`src/rtl/sound_event_sequencer.sv`:
```
// Sound event sequencer: queues game sound events and plays them one at a time
// as a trigger strobe plus held code, separated by a silent gap.
module sound_event_sequencer #(
    parameter int unsigned CLK_FREQ      = 50000000,
    parameter int unsigned DUR_EAT       = CLK_FREQ / 10,
    parameter int unsigned DUR_GAME_OVER = CLK_FREQ,
    parameter int unsigned DUR_START     = CLK_FREQ / 2,
    parameter int unsigned GAP_CYCLES    = CLK_FREQ / 100,
    parameter int unsigned DEPTH         = 4
) (
    input  logic       clk,
    input  logic       reset_n,
    input  logic       evt_eat,
    input  logic       evt_game_over,
    input  logic       evt_start,
    input  logic       mute,
    output logic [1:0] sound_event_code_out,
    output logic       sound_trigger_out,
    output logic       busy,
    output logic       overflow
);

    localparam int unsigned AW = (DEPTH > 1) ? $clog2(DEPTH) : 1;
    localparam int unsigned CW = AW + 1;

    localparam logic [1:0] CODE_NONE      = 2'b00;
    localparam logic [1:0] CODE_EAT       = 2'b01;
    localparam logic [1:0] CODE_GAME_OVER = 2'b10;
    localparam logic [1:0] CODE_START     = 2'b11;

    typedef enum logic [1:0] {IDLE, FIRE, HOLD, GAP} state_t;

    state_t        state, state_nxt;
    logic [31:0]   cnt, cnt_nxt;
    logic [1:0]    code_nxt;
    logic          trigger_nxt;

    logic [1:0]    mem [DEPTH];
    logic [AW-1:0] rd_ptr, rd_ptr_nxt;
    logic [AW-1:0] wr_ptr, wr_ptr_nxt;
    logic [CW-1:0] count, count_nxt;

    logic          full_c;
    logic          flush_c;
    logic          push_c;
    logic          pop_c;
    logic          drop_c;
    logic [1:0]    push_code_c;
    logic [1:0]    head_c;

    assign full_c = (count == CW'(DEPTH));
    assign head_c = mem[rd_ptr];

    // Enqueue arbitration: game-over flushes, otherwise start beats eat
    always_comb begin
        flush_c     = 1'b0;
        push_c      = 1'b0;
        drop_c      = 1'b0;
        push_code_c = CODE_NONE;
        if (evt_game_over) begin
            flush_c = 1'b1;
            drop_c  = evt_start | evt_eat;
        end else if (evt_start) begin
            push_c      = ~full_c;
            push_code_c = CODE_START;
            drop_c      = evt_eat | full_c;
        end else if (evt_eat) begin
            push_c      = ~full_c;
            push_code_c = CODE_EAT;
            drop_c      = full_c;
        end
    end

    // Sequencer next-state and registered-output values
    always_comb begin
        state_nxt   = state;
        cnt_nxt     = cnt;
        code_nxt    = sound_event_code_out;
        trigger_nxt = 1'b0;
        pop_c       = 1'b0;
        case (state)
            IDLE: begin
                code_nxt = CODE_NONE;
                if (count != '0) begin
                    pop_c = 1'b1;
                    if (!mute) begin
                        state_nxt   = FIRE;
                        code_nxt    = head_c;
                        trigger_nxt = 1'b1;
                        case (head_c)
                            CODE_EAT:       cnt_nxt = 32'(DUR_EAT);
                            CODE_GAME_OVER: cnt_nxt = 32'(DUR_GAME_OVER);
                            CODE_START:     cnt_nxt = 32'(DUR_START);
                            default:        cnt_nxt = '0;
                        endcase
                    end
                end
            end
            FIRE: begin
                state_nxt = HOLD;
            end
            HOLD: begin
                if (cnt == '0) begin
                    state_nxt = GAP;
                    code_nxt  = CODE_NONE;
                    cnt_nxt   = 32'(GAP_CYCLES - 1);
                end else begin
                    cnt_nxt = cnt - 32'd1;
                end
            end
            GAP: begin
                code_nxt = CODE_NONE;
                if (cnt == '0) begin
                    state_nxt = IDLE;
                end else begin
                    cnt_nxt = cnt - 32'd1;
                end
            end
            default: begin
                state_nxt = IDLE;
                code_nxt  = CODE_NONE;
            end
        endcase
    end

    // Queue pointer/occupancy update; a flush wins over any pop in the same cycle
    always_comb begin
        rd_ptr_nxt = rd_ptr;
        wr_ptr_nxt = wr_ptr;
        count_nxt  = count;
        if (flush_c) begin
            rd_ptr_nxt = '0;
            wr_ptr_nxt = AW'(1);
            count_nxt  = CW'(1);
        end else begin
            if (push_c) wr_ptr_nxt = wr_ptr + AW'(1);
            if (pop_c)  rd_ptr_nxt = rd_ptr + AW'(1);
            count_nxt = count + CW'(push_c) - CW'(pop_c);
        end
    end

    always_ff @(posedge clk) begin
        if (flush_c) begin
            mem[0] <= CODE_GAME_OVER;
        end else if (push_c) begin
            mem[wr_ptr] <= push_code_c;
        end
    end

    always_ff @(posedge clk or negedge reset_n) begin
        if (!reset_n) begin
            state                <= IDLE;
            cnt                  <= '0;
            rd_ptr               <= '0;
            wr_ptr               <= '0;
            count                <= '0;
            sound_event_code_out <= CODE_NONE;
            sound_trigger_out    <= 1'b0;
            busy                 <= 1'b0;
            overflow             <= 1'b0;
        end else begin
            state                <= state_nxt;
            cnt                  <= cnt_nxt;
            rd_ptr               <= rd_ptr_nxt;
            wr_ptr               <= wr_ptr_nxt;
            count                <= count_nxt;
            sound_event_code_out <= code_nxt;
            sound_trigger_out    <= trigger_nxt;
            busy                 <= (state_nxt != IDLE) || (count_nxt != '0);
            overflow             <= overflow | drop_c;
        end
    end

endmodule

```
`config.mk`:
```
export PLATFORM = sky130hd
export DESIGN_NAME = sound_event_sequencer
export DESIGN_NICKNAME = d
export VERILOG_FILES = /design/src/rtl/sound_event_sequencer.sv
export SDC_FILE = /design/constraint.sdc
export NUM_CORES = 1
export LEC_CHECK = 0
export CELL_PAD_IN_SITES_DETAIL_PLACEMENT = 0
export CELL_PAD_IN_SITES_GLOBAL_PLACEMENT = 1
export CORE_MARGIN = 2
export CORE_UTILIZATION = 43
export DETAILED_ROUTE_END_ITERATION = 8
export HOLD_SLACK_MARGIN = 0.03
export PLACE_DENSITY = 0.78
export SETUP_SLACK_MARGIN = 0.3
export SLEW_MARGIN = 20
export SYNTH_ARGS = -nofsm -noshare
export SYNTH_HDL_FRONTEND = slang
export SYNTH_SLANG_ARGS = --single-unit
```
`constraint.sdc`:
```
create_clock -name clk -period 2.6 [get_ports clk]
set_clock_uncertainty 0.15 [all_clocks]
set_input_delay 0.52 -clock clk [delete_from_list [all_inputs] [get_ports clk]]
set_output_delay 0.52 -clock clk [all_outputs]
set_load 0.005 [all_outputs]
```
==> summary by stage <==
Synth
The combined area of all synthesized cells is around 3100 um2. The post-synthesis register bit count is 54. The top-area cell type share of the netlist area is 36.7%. Dividing the synthesized area by the synthesized cell count gives ~9.5 um2.

The number of enable-type register cells in the synthesized netlist is 8. The post-synthesis instance total is ~330. By area the synthesized netlist is led by dfrtp_1, edfxtp_1, o21ai_0, nor2_1, a21oi_1. The share of synthesized area occupied by flip-flops and latches is 44.3%.

The cell taking the most area after synthesis is dfrtp_1. During synthesis, Yosys emitted a total of 0 warnings. The most used flip-flop cell after synthesis is dfrtp_1. For this run, asynchronously set or reset flops after synthesis account for a little under nine tenths. The net count after synthesis is between 300 and 400. The number of unique standard cell types used by synthesis is 57.

STA
The total negative setup slack is 0 ps. The smallest clock period supported by the final layout is computed as between 2000 and 3000 ps. Setup repair after global routing could not meet its margin everywhere. Across all setup checks in the final design, the least slack found is 53.6 ps. Static timing analysis puts the maximum clock frequency at ~400 MHz. The slew at the pin closest to its max-slew limit is between 600 and 700 ps. The post-route fraction of the period consumed by the critical path is just under 100%. The number of pins with negative max-slew slack in the final report is 0.

The final hold slack is 51.8 ps. The number of endpoints with negative hold slack in the final report was 0. Setup violations remaining at the end of the flow were counted as 0. The max-slew headroom at the worst pin is between 50% and 60%.

Drt
The count of routing violations after the opening detailed-route iteration is 170. The total wirelength of the detailed-routed design is 8.88 mm. For this run, design rule violations remaining after detail routing come to 1.

After detailed routing, the average wire length per cell comes to ~18 um. Summing over every cut layer, the via total after detailed routing is 2936. The detailed-routing iteration count for the pre-antenna-repair pass is 6.

The remaining antenna violation count is 0. The ratio of routed vias to standard cells is just under 6.

Placement
At the placement stage, the worst setup path has a slack of -508 ps. The wire-length estimate of the detail-placed layout is 6.00 mm. The placed instance area is approximately 3700 um2.

Port buffering added 10 buffers. Routability-driven placement finished with a final weighted congestion of a little over 0.8.

Floorplanning
The top-level I/O count is 11. From bottom edge to top edge, the die measures slightly below 90 um. The area of the core is approximately 7000 um2. The effective utilization at floorplan is between 40% and 50%. The floorplan has 31 rows.

The die covers 8000 um2. From left edge to right edge, the die measures around 89 um.

Global route
The via count of the first global-routing pass is 2794. Entering global routing, the biggest net connects 25 pins. For this run, global-route usage on met1 was measured as between 30% and 40%. The total congestion overflow is 0.

The global routing stage identified its most utilized layer as met2. The number of antenna violations at the first check in global routing is 0. For this run, global-route usage on met3 was measured as 3.32%. Global routing consumed, over all layers together, between 20% and 30% of the routing resources. Global routing used 39.5% of the available met2 tracks. The global-route wire length before repair is roughly 14 mm.

Power
The peak supply drop is around 0.29 mV. The overall power consumption is around 0.0017 W. For this design the ratio of total power to cell area is roughly 410 nW/um2. In this run the power spent charging and discharging nets is between 0.0004 and 0.0005 W. The power share of the clock group is 35.6%. The cell leakage power is roughly 1.7 nW. The cell-internal power is between 0.001 and 0.0015 W. Of the total power, the share spent switching nets is around 24%. The share of power burned in registers is between 50% and 60%. Combinational logic burns roughly 11% of the power.

Status
The flow ran to the end, but the final reports show violations. The checks that failed: DRC.

Final layout
The layout net count is between 400 and 500. Cells with a size suffix above 1 make up approximately 33% of the layout. Relative to the synthesized area, the layout overhead comes to 32.6%.

The total inserted antenna cells is 0. After routing the design area is approximately 4200 um2.

Min path
The min-delay analysis places its worst path in the category primary input to async pin.

Worst setup path
The worst endpoint required time is about 2700 ps. The maximum fanout count along the critical path is 3. The slack of the worst reg-to-reg path is between 50 and 60 ps. The beginning of the worst register-to-register path is count[1].

The nature of the critical path startpoint is a flip-flop. The critical path arrival is 2590 ps. The capture point of the worst reg-to-reg path is busy. By startpoint and endpoint, the worst setup path is classified as flip-flop to flip-flop. The kind of end point of the critical path is a flip-flop. The worst register-to-register path has a depth of 14.

Flow run
Across the run, the number of max-cap violations was 0.

Clocking
The clock latency at the later pin of the worst-skew pair is just over 300 ps. The maximum count of clock buffers along a single path is 2. The quantity of hold-fixing buffers added after cts is 0. The root buffer cell is clkbuf_8.

The clock tree synthesis step divided the H-tree into 2 levels. The CTS sink count is 54. In this run, CTS created clock tree buffers numbering 5. Clock-pin slew was measured on the worst setup and hold paths at roughly 110 ps. TritonCTS built the clock tree.
==> critical path, cell delays in order, from the launching register on <==
cell,delay (ps)
dfrtp_1,430
nor2_2,160
a21o_1,180
nor2_4,60
inv_2,70
ha_4,200
inv_2,60
ha_4,120
inv_2,30
fa_2,320
xor2_1,180
xnor2_1,130
nor2_1,70
nor4_1,180
o21ai_1,110
==> sequential cells by signal, summed over array words and instances (netlist names) <==
register / count
wr_ptr: 2
sound_trigger_out: 1
state: 2
count: 3
busy: 1
rd_ptr: 2
mem: 8
overflow: 1
cnt: 32
sound_event_code_out: 2
==> stage by stage <==
stage / instances / utilization [%]
3_5_place_dp: 465 / 51.2
4_1_cts: 485 / 54.7
6_report: 501 / 58.0
3_3_place_gp: 465 / 51.2
2_1_floorplan: 332 / -
5_1_grt: 501 / 58.0
==> per-layer routing <==
layer  up-vias  wire length, um
met1      1457             3900
li1       1407                -
met3         9              371
met4         0               75
met2        63             4530
met5         -                0
==> cell type report <==
cell class / count / area, um2
clock buffers: 6 / 82.6
well taps: 99 / 124
fillers: 625 / 3010
inverters: 15 / 56.3
clock inverters: 2 / 38.8
flip-flops and latches: 54 / 1400
multi-input cells: 244 / 1800
repair buffers: 81 / 668
==> cell usage in the layout, fill, tap and decap left out, drive strengths merged, types with 3 or more instances in the layout <==
cell and count:
o22ai 4, a21oi 19, dlygate4sd2 3, and3 6, o41ai 5, o31ai 8, inv 15, a22o 7
xor2 3, or3 5, xnor2 4, o31a 6, buf 72, nor4 11, ha 4, dfrtp 46
clkdlybuf4s50 5, o21ai 30, nor3 18, a22oi 3, nand2 19, nor2 27, o2bb2ai 3, or2 5
nand3 6, a31oi 5, and4 3, or4 5, edfxtp 8, a21o 3, clkbuf 6, nand4 7
a211oi 3
==> cells in the mapped netlist (all sizes together), types with 6 or more instances <==
master  number
nor2        27
buf          7
a21oi       19
o21ai       30
nand4        7
nor3        18
nand3        6
nor4        11
o31a         6
edfxtp       8
a22o         7
nand2       19
o31ai        8
and3         6
inv         14
clkbuf      12
dfrtp       46
==> how the worst max path moves through the flow <==
stage                             start  slack (ps)  cells after the start    to
after detailed placement        evt_eat        -510                     14  busy
after global routing           count[1]        -110                     14  busy
after floorplan           evt_game_over        -130                     14  busy
after global placement          evt_eat        -420                     14  busy
after CTS                      count[1]          70                     14  busy
final                          count[1]          50                     14  busy
==> power by group through the flow <==
| stage | registers [W] | logic, W | clock network, W |
|---|---|---|---|
| global route | 0.000916 | 0.000217 | 0.000663 |
| global placement | 0.000925 | 0.000170 | 0 |
| CTS | 0.000912 | 0.000192 | 0.000629 |
| floorplan | 0.000924 | 0.0000912 | 0 |
| finish | 0.000912 | 0.000195 | 0.000613 |
| detailed placement | 0.000927 | 0.000177 | 0 |
==> kinds of logic after synthesis <==
group | after synthesis | share of synthesized area [%]
simple gates | 121 | 22.4
compound gates | 108 | 23.1
flops | 54 | 44.3
buf+inv | 34 | 4.34
xor+xnor | 7 | 1.95
fa+ha+maj | 6 | 2.55
mux | 2 | 1.43
==> what timing repair did <==
| action | 4_1_cts | 5_1_grt |
|---|---|---|
| gates cloned | 0 | 1 |
| gates resized for setup | 15 | 33 |
| buffers inserted | 12 | 15 |
| setup endpoints to repair | 19 | 23 |
| pin swaps | 17 | 9 |
(Power assumes the default switching activity.)
